--- config.mk ---
export PLATFORM = sky130hd
export DESIGN_NAME = u409_bus_timeout
export DESIGN_NICKNAME = d
export VERILOG_FILES = /design/src/rtl/u409_bus_timeout_pkg.sv /design/src/rtl/u409_bus_timeout_chk.sv /design/src/rtl/u409_bus_timeout_stats.sv /design/src/rtl/u409_bus_timeout.sv
export SDC_FILE = /design/constraint.sdc
export NUM_CORES = 1
export LEC_CHECK = 0
export ABC_AREA = 0
export BUFFER_PORTS_ARGS = -buffer_cell sky130_fd_sc_hd__clkbuf_2
export CORE_MARGIN = 5
export CORE_UTILIZATION = 48
export CTS_BUF_LIST = sky130_fd_sc_hd__clkbuf_4 sky130_fd_sc_hd__clkbuf_8
export CTS_CLUSTER_SIZE = 30
export DETAILED_ROUTE_END_ITERATION = 12
export PLACE_DENSITY = 0.76
export SLEW_MARGIN = 10
export SYNTH_ARGS = -nofsm -noshare
export SYNTH_HDL_FRONTEND = slang
export SYNTH_SLANG_ARGS = --single-unit
--- constraint.sdc ---
create_clock -name CLK40 -period 2.1 [get_ports CLK40]
set_input_delay 0.42 -clock CLK40 [delete_from_list [all_inputs] [get_ports CLK40]]
set_output_delay 0.42 -clock CLK40 [all_outputs]
set_load 0.02 [all_outputs]
--- src/rtl/u409_bus_timeout_pkg.sv ---
// ---------------------------------------------------------------------------
// u409_pkg
// Shared definitions for the U409 local-bus watchdog:
//   - bus_to_state_t : watchdog FSM states (IDLE / COUNT / TERM)
//   - DEF_*          : default parameter values (timeouts in CLK40 cycles)
//   - SEL_*          : TIMEOUT_SEL encodings
// ---------------------------------------------------------------------------
package u409_pkg;

   typedef enum logic [1:0] {
      IDLE  = 2'd0,
      COUNT = 2'd1,
      TERM  = 2'd2
   } bus_to_state_t;

   localparam int DEF_CNT_W    = 8;
   localparam int DEF_NUM_EXCL = 2;
   localparam int DEF_TIMEOUT0 = 125;   // ~3.1us at 40MHz
   localparam int DEF_TIMEOUT1 = 60;
   localparam int DEF_TIMEOUT2 = 200;
   localparam int DEF_TIMEOUT3 = 250;
   localparam int DEF_STAT_W   = 8;

   localparam logic [1:0] SEL_T0 = 2'd0;
   localparam logic [1:0] SEL_T1 = 2'd1;
   localparam logic [1:0] SEL_T2 = 2'd2;
   localparam logic [1:0] SEL_T3 = 2'd3;

endpackage

--- src/rtl/u409_bus_timeout_chk.sv ---
// ---------------------------------------------------------------------------
// u409_bus_timeout_chk
// Elaboration-time parameter checker: every selectable timeout must be
// representable in the CNT_W-bit cycle counter, so the counter can never wrap
// before reaching its limit. No ports.
// ---------------------------------------------------------------------------
module u409_bus_timeout_chk
   import u409_pkg::*;
#(
   parameter int CNT_W    = DEF_CNT_W,
   parameter int TIMEOUT0 = DEF_TIMEOUT0,
   parameter int TIMEOUT1 = DEF_TIMEOUT1,
   parameter int TIMEOUT2 = DEF_TIMEOUT2,
   parameter int TIMEOUT3 = DEF_TIMEOUT3
);

   localparam longint CNT_MAX = (64'sd1 <<< CNT_W) - 64'sd1;

   if ((TIMEOUT0 > CNT_MAX) || (TIMEOUT1 > CNT_MAX) ||
       (TIMEOUT2 > CNT_MAX) || (TIMEOUT3 > CNT_MAX)) begin : g_limit_too_big
      $error("u409_bus_timeout: a TIMEOUTn exceeds 2**CNT_W-1");
   end

   if ((TIMEOUT0 < 1) || (TIMEOUT1 < 1) ||
       (TIMEOUT2 < 1) || (TIMEOUT3 < 1)) begin : g_limit_too_small
      $error("u409_bus_timeout: a TIMEOUTn is below 1");
   end

endmodule

--- src/rtl/u409_bus_timeout_stats.sv ---
// ---------------------------------------------------------------------------
// u409_timeout_stats
// Sticky timeout statistics.
// Ports:
//   clk, rst   : clock, asynchronous active-high reset
//   hit        : a timeout terminates a cycle on this edge
//   clr        : synchronous clear (a simultaneous hit wins -> flag=1, count=1)
//   to_flag    : sticky, at least one timeout since clear
//   to_count   : timeouts since clear, saturating at 2**STAT_W-1
// ---------------------------------------------------------------------------
module u409_timeout_stats
   import u409_pkg::*;
#(
   parameter int STAT_W = DEF_STAT_W
) (
   input  logic              clk,
   input  logic              rst,
   input  logic              hit,
   input  logic              clr,
   output logic              to_flag,
   output logic [STAT_W-1:0] to_count
);

   logic              flag_r;
   logic              flag_s;
   logic [STAT_W-1:0] count_r;
   logic [STAT_W-1:0] count_s;

   function automatic logic [STAT_W-1:0] sat_inc(input logic [STAT_W-1:0] v);
      if (v == {STAT_W{1'b1}}) begin
         return v;
      end else begin
         return v + STAT_W'(1);
      end
   endfunction

   // Next statistics value: a hit outranks a clear on the same edge.
   always_comb begin
      flag_s  = flag_r;
      count_s = count_r;
      if (hit) begin
         flag_s  = 1'b1;
         count_s = clr ? STAT_W'(1) : sat_inc(count_r);
      end else if (clr) begin
         flag_s  = 1'b0;
         count_s = {STAT_W{1'b0}};
      end else begin
         flag_s  = flag_r;
         count_s = count_r;
      end
   end

   // Statistics registers.
   always_ff @(posedge clk or posedge rst) begin
      if (rst) begin
         flag_r  <= 1'b0;
         count_r <= {STAT_W{1'b0}};
      end else begin
         flag_r  <= flag_s;
         count_r <= count_s;
      end
   end

   assign to_flag  = flag_r;
   assign to_count = count_r;

endmodule

--- src/rtl/u409_bus_timeout.sv ---
// ---------------------------------------------------------------------------
// u409_bus_timeout
// Bus-cycle watchdog for the 68040/060 local bus. A cycle starts on _TS
// (when no exclusion input is active); if no responder drives _TACK within
// the timeout selected at cycle start, a one-clock termination pulse is
// emitted and the sticky statistics are updated.
// Ports:
//   CLK40, DELAYED_TACK_RST : clock, asynchronous active-high reset
//   TSn, TACKn_IN           : transfer start / observed transfer ack (low)
//   EXCLUDE[NUM_EXCL]       : any bit high -> cycle owned elsewhere
//   TIMEOUT_SEL[2]          : timeout select, latched at cycle start
//   TO_CLR                  : synchronous clear of TO_FLAG / TO_COUNT
//   TO_TACK, TO_TEA         : one-clock termination pulse (routing below)
//   TO_FLAG, TO_COUNT       : sticky flag, saturating timeout count
// Build option: U409_BUS_TIMEOUT_TEA_EN defined -> pulse on TO_TEA and
// TO_TACK tied low; undefined -> pulse on TO_TACK and TO_TEA tied low.
// ---------------------------------------------------------------------------
module u409_bus_timeout
   import u409_pkg::*;
#(
   parameter int CNT_W    = DEF_CNT_W,
   parameter int NUM_EXCL = DEF_NUM_EXCL,
   parameter int TIMEOUT0 = DEF_TIMEOUT0,
   parameter int TIMEOUT1 = DEF_TIMEOUT1,
   parameter int TIMEOUT2 = DEF_TIMEOUT2,
   parameter int TIMEOUT3 = DEF_TIMEOUT3,
   parameter int STAT_W   = DEF_STAT_W
) (
   input  logic                CLK40,
   input  logic                DELAYED_TACK_RST,
   input  logic                TSn,
   input  logic                TACKn_IN,
   input  logic [NUM_EXCL-1:0] EXCLUDE,
   input  logic [1:0]          TIMEOUT_SEL,
   input  logic                TO_CLR,
   output logic                TO_TACK,
   output logic                TO_TEA,
   output logic                TO_FLAG,
   output logic [STAT_W-1:0]   TO_COUNT
);

   bus_to_state_t    state_r;
   bus_to_state_t    state_s;
   logic [CNT_W-1:0] counter_r;
   logic [CNT_W-1:0] counter_s;
   logic [CNT_W-1:0] limit_r;
   logic [CNT_W-1:0] limit_s;
   logic [CNT_W-1:0] sel_limit_s;
   logic             pulse_r;
   logic             pulse_s;
   logic             hit_s;
   logic             excl_s;
   logic             ack_s;

   u409_bus_timeout_chk #(
      .CNT_W    (CNT_W),
      .TIMEOUT0 (TIMEOUT0),
      .TIMEOUT1 (TIMEOUT1),
      .TIMEOUT2 (TIMEOUT2),
      .TIMEOUT3 (TIMEOUT3)
   ) u_chk ();

   assign excl_s = |EXCLUDE;
   assign ack_s  = ~TACKn_IN;

   // Timeout value requested by the current TIMEOUT_SEL.
   always_comb begin
      sel_limit_s = CNT_W'(TIMEOUT0);
      case (TIMEOUT_SEL)
         SEL_T0:  sel_limit_s = CNT_W'(TIMEOUT0);
         SEL_T1:  sel_limit_s = CNT_W'(TIMEOUT1);
         SEL_T2:  sel_limit_s = CNT_W'(TIMEOUT2);
         SEL_T3:  sel_limit_s = CNT_W'(TIMEOUT3);
         default: sel_limit_s = CNT_W'(TIMEOUT0);
      endcase
   end

   // Watchdog next state. Exclusion and a responder ack are tested before the
   // limit so that an ack on the limit edge wins over the timeout.
   always_comb begin
      state_s   = state_r;
      counter_s = counter_r;
      limit_s   = limit_r;
      pulse_s   = 1'b0;
      hit_s     = 1'b0;
      case (state_r)
         IDLE: begin
            if (!TSn && !excl_s) begin
               state_s   = COUNT;
               counter_s = CNT_W'(1);
               limit_s   = sel_limit_s;
            end else begin
               state_s   = IDLE;
            end
         end
         COUNT: begin
            if (excl_s || ack_s) begin
               state_s   = IDLE;
               counter_s = {CNT_W{1'b0}};
            end else if (counter_r == limit_r) begin
               state_s   = TERM;
               pulse_s   = 1'b1;
               hit_s     = 1'b1;
            end else begin
               counter_s = counter_r + CNT_W'(1);
            end
         end
         TERM: begin
            state_s   = IDLE;
            counter_s = {CNT_W{1'b0}};
         end
         default: begin
            state_s   = IDLE;
            counter_s = {CNT_W{1'b0}};
         end
      endcase
   end

   // Watchdog state, counter, latched limit and registered pulse.
   always_ff @(posedge CLK40 or posedge DELAYED_TACK_RST) begin
      if (DELAYED_TACK_RST) begin
         state_r   <= IDLE;
         counter_r <= {CNT_W{1'b0}};
         limit_r   <= CNT_W'(TIMEOUT0);
         pulse_r   <= 1'b0;
      end else begin
         state_r   <= state_s;
         counter_r <= counter_s;
         limit_r   <= limit_s;
         pulse_r   <= pulse_s;
      end
   end

   u409_timeout_stats #(
      .STAT_W (STAT_W)
   ) u_stats (
      .clk      (CLK40),
      .rst      (DELAYED_TACK_RST),
      .hit      (hit_s),
      .clr      (TO_CLR),
      .to_flag  (TO_FLAG),
      .to_count (TO_COUNT)
   );

`ifdef U409_BUS_TIMEOUT_TEA_EN
   assign TO_TEA  = pulse_r;
   assign TO_TACK = 1'b0;
`else
   assign TO_TACK = pulse_r;
   assign TO_TEA  = 1'b0;
`endif

endmodule

==> flow_summary_export.csv <==
group,metric,value,unit
synthesis,yosysTopAreaCell,"dfrtp_1",
critical_path,crit_fanout,5,
cts,clk_pin_slew,0.14,ns
power_and_ir_drop,ir_worst_vdd,0.513,mV
cts,cts_buffers,3,
grt,grt_pass1_wl,5400,µm
die,coreArea,2760,µm²
detailed_routing,vias_per_cell,5.99,
sta,setup_viol,0,
critical_path,cp-end-kind,"register",
place,placed_cell_area,1580,µm²
synthesis,synthTopCellsByCount,"dfrtp_1 (22), a21oi_1 (12), nand2_1 (12), o21ai_0 (11), nand3_1 (10)",
die,die_x,63.7,µm
detailed_routing,drt-pass1-iter-count,4,
cts,cts_tree,"built",
synthesis,synthMostInstantiatedCell,"dfrtp_1",
critical_path,r2r-start,"state_r[1]",
final_layout,stdcell_count,212,
sta,tns,0,ns
sta,rsz0062_at_grt,"false",
run,drv_cap,0,
detailed_routing,route.detailed.drc,0,
power_and_ir_drop,p_leak,0.727,nW
final_layout,design_area,1620,µm²
grt,grt_pass1_vias,1210,
cts,clkSinkCount,26,
sta,fmax,498,MHz
grt,grt_usage,16.5,%
final_layout,areaGrowthSynthToFinish,17.1,%
die,fp.dieArea,4060,µm²
synthesis,synth_edf_count,0,
sta,worst_slew_pin_slew,0.639,ns
place,io_buffer_count,18,
synthesis,synth.area.top_cells,"dfrtp_1 (40%), dfstp_2 (7.6%), a21oi_1 (4.3%)",
sta,fin_crit_sh,95.5,%
cts,root_buffer,"clkbuf_4",
hold_path,min_path_type,"in2async",
synthesis,netlist.area_leader.share,39.7,%
final_layout,finalNetCount,194,
sta,layout_min_cycle_time,2.01,ns
synthesis,seq_area_frac_synth,47.3,%
synthesis,synth_area,1390,µm²
synthesis,syn_nets,161,
critical_path,crit_arrival,2.27,ns
sta,final_max_slew_viol_count,0,
cts,clockBufferDepth,2,
grt,grt-ovfl-total,0,
synthesis,ys_types,40,
sta,fin_skew,0.00544,ns
sta,fin_ws,0.0937,ns
synthesis,ys_ff_latch,26,
critical_path,regToRegEndpoint,"u_stats.to_count[2]",
synthesis,post_synth.cell_area_avg,9.24,µm²
power_and_ir_drop,total_power,0.892,mW
critical_path,crit_required,2.37,ns
synthesis,syn_inst,150,
die,start_util,50.3,%
sta,hold_ws,0.0427,ns
cts,htree_levels,1,
die,die_h,63.7,µm
synthesis,synth_flop_cell,"dfrtp_1",
critical_path,start_kind,"register",
detailed_routing,wl_per_cell,15.0,µm
place,dp_cells,206,
power_and_ir_drop,powerDensity,550,nW/µm²
detailed_routing,via_count,1270,
detailed_routing,drt_iter0_drc,79,
grt,antenna_found_initial,0,
place,dp_hpwl,2360,µm
critical_path,worstSetupPathType,"reg2reg",
cts,insertion_delay,0.33,ns
critical_path,rrSetupSlack,0.09,ns
die,num_rows,19,
synthesis,yosys_warnings,0,
sta,hold_viol,0,
die,io_pins,20,
cts,ctsResizeCount,0,
final_layout,num-fill-cells,249,
detailed_routing,wirelength,3190,µm
final_layout,diodes,0,
synthesis,synth-async-reset-ratio,100,%
place,place_ws,-0.0625,ns
final_layout,drive_gt1_share,26.5,%
final_layout,fin_util,58.8,%
place,gp_congestion,0.810,
run_status,outcome,"finished, final reports clean",
sta,maxSlewHeadroom,57.1,%
grt,grt_max_degree,16,
detailed_routing,ant_nets,0,
critical_path,rr_worst_depth,4,
cell families after synthesis:
logic type | count (synthesis) | share of synthesized area, %
muxes | 1 | 0.812
other | 1 | 0.270
AOI/OAI and AO/OA | 41 | 18.6
xor gates and xnor gates | 5 | 3.16
DFF | 26 | 47.3
and+or+nand+nor | 59 | 23.1
adders and majority gates | 2 | 1.80
buffers and inverters | 15 | 4.96
metal layers:
metal	part of all wire, %	track usage (%)	wire length (µm)	vias to the layer above
met1	42	19.6	1330	606
met3	4.8	3.50	154	5
met2	52	28.9	1660	40
met5	0	0	0	-
met4	1.4	6.23	45	0
li1	-	-	-	619
layout make-up:
class,count,area (µm²),area share (%)
inverters,9,33.8,2.08
repair buffers,33,203,12.5
flip-flops and latches,26,656,40.4
clock buffers,3,22.5,1.39
well taps,31,38.8,2.39
multi-input cells,110,669,41.2
where the power goes:
group	switching, mW	internal (mW)	total [mW]	leakage [nW]
combinational	0.0632	0.0554	0.119	0.370
sequential	0.0200	0.537	0.557	0.343
clock	0.149	0.0674	0.216	0.0138
total	0.232	0.660	0.892	0.727
worst max path at each step:
stage          slack, ns  cells past startpoint        from             endpoint
6_report            0.09                      4  state_r[1]  u_stats.to_count[2]
2_1_floorplan      0.003                      7  EXCLUDE[1]  u_stats.to_count[6]
5_1_grt            0.006                      7  state_r[1]  u_stats.to_count[1]
4_1_cts             0.03                      6  state_r[1]  u_stats.to_count[6]
3_5_place_dp       -0.06                      7  EXCLUDE[1]  u_stats.to_count[6]
3_3_place_gp       -0.02                      5  EXCLUDE[1]  u_stats.to_count[2]
layout by cell type (no fill, tap or decap), drive strengths merged, types with 3 or more instances in the layout:
cell type and count:
or4 6, o211ai 3, a21oi 12, buf 15, inv 9, nor3 5, dfrtp 22, xnor2 5
and3 3, or3 3, o21ai 11, nand2 12, nand3 10, clkbuf 21, o31ai 5, nor2 7
dfstp 4, nand4 5
state kept, by name, summed over array words and instances (netlist names):
name and flops:
counter_r 8, u_stats.to_count 8, limit_r 6, state_r 2
TO_TACK 1, u_stats.to_flag 1
worst max-delay path, cell delays in order (launching register included):
cell and delay (ns):
dfrtp_1 0.40, or4_4 0.54, or3_4 0.40, or4_1 0.47, a21oi_1 0.13
repair_timing:
item | in CTS | in global routing
cloned | 0 | 1
setup endpoints to repair | 1 | 3
hold buffers | 0 | 0
pin swaps | 0 | 3
setup buffers | 1 | 1
Note: power is estimated with default switching activity, not from simulation.
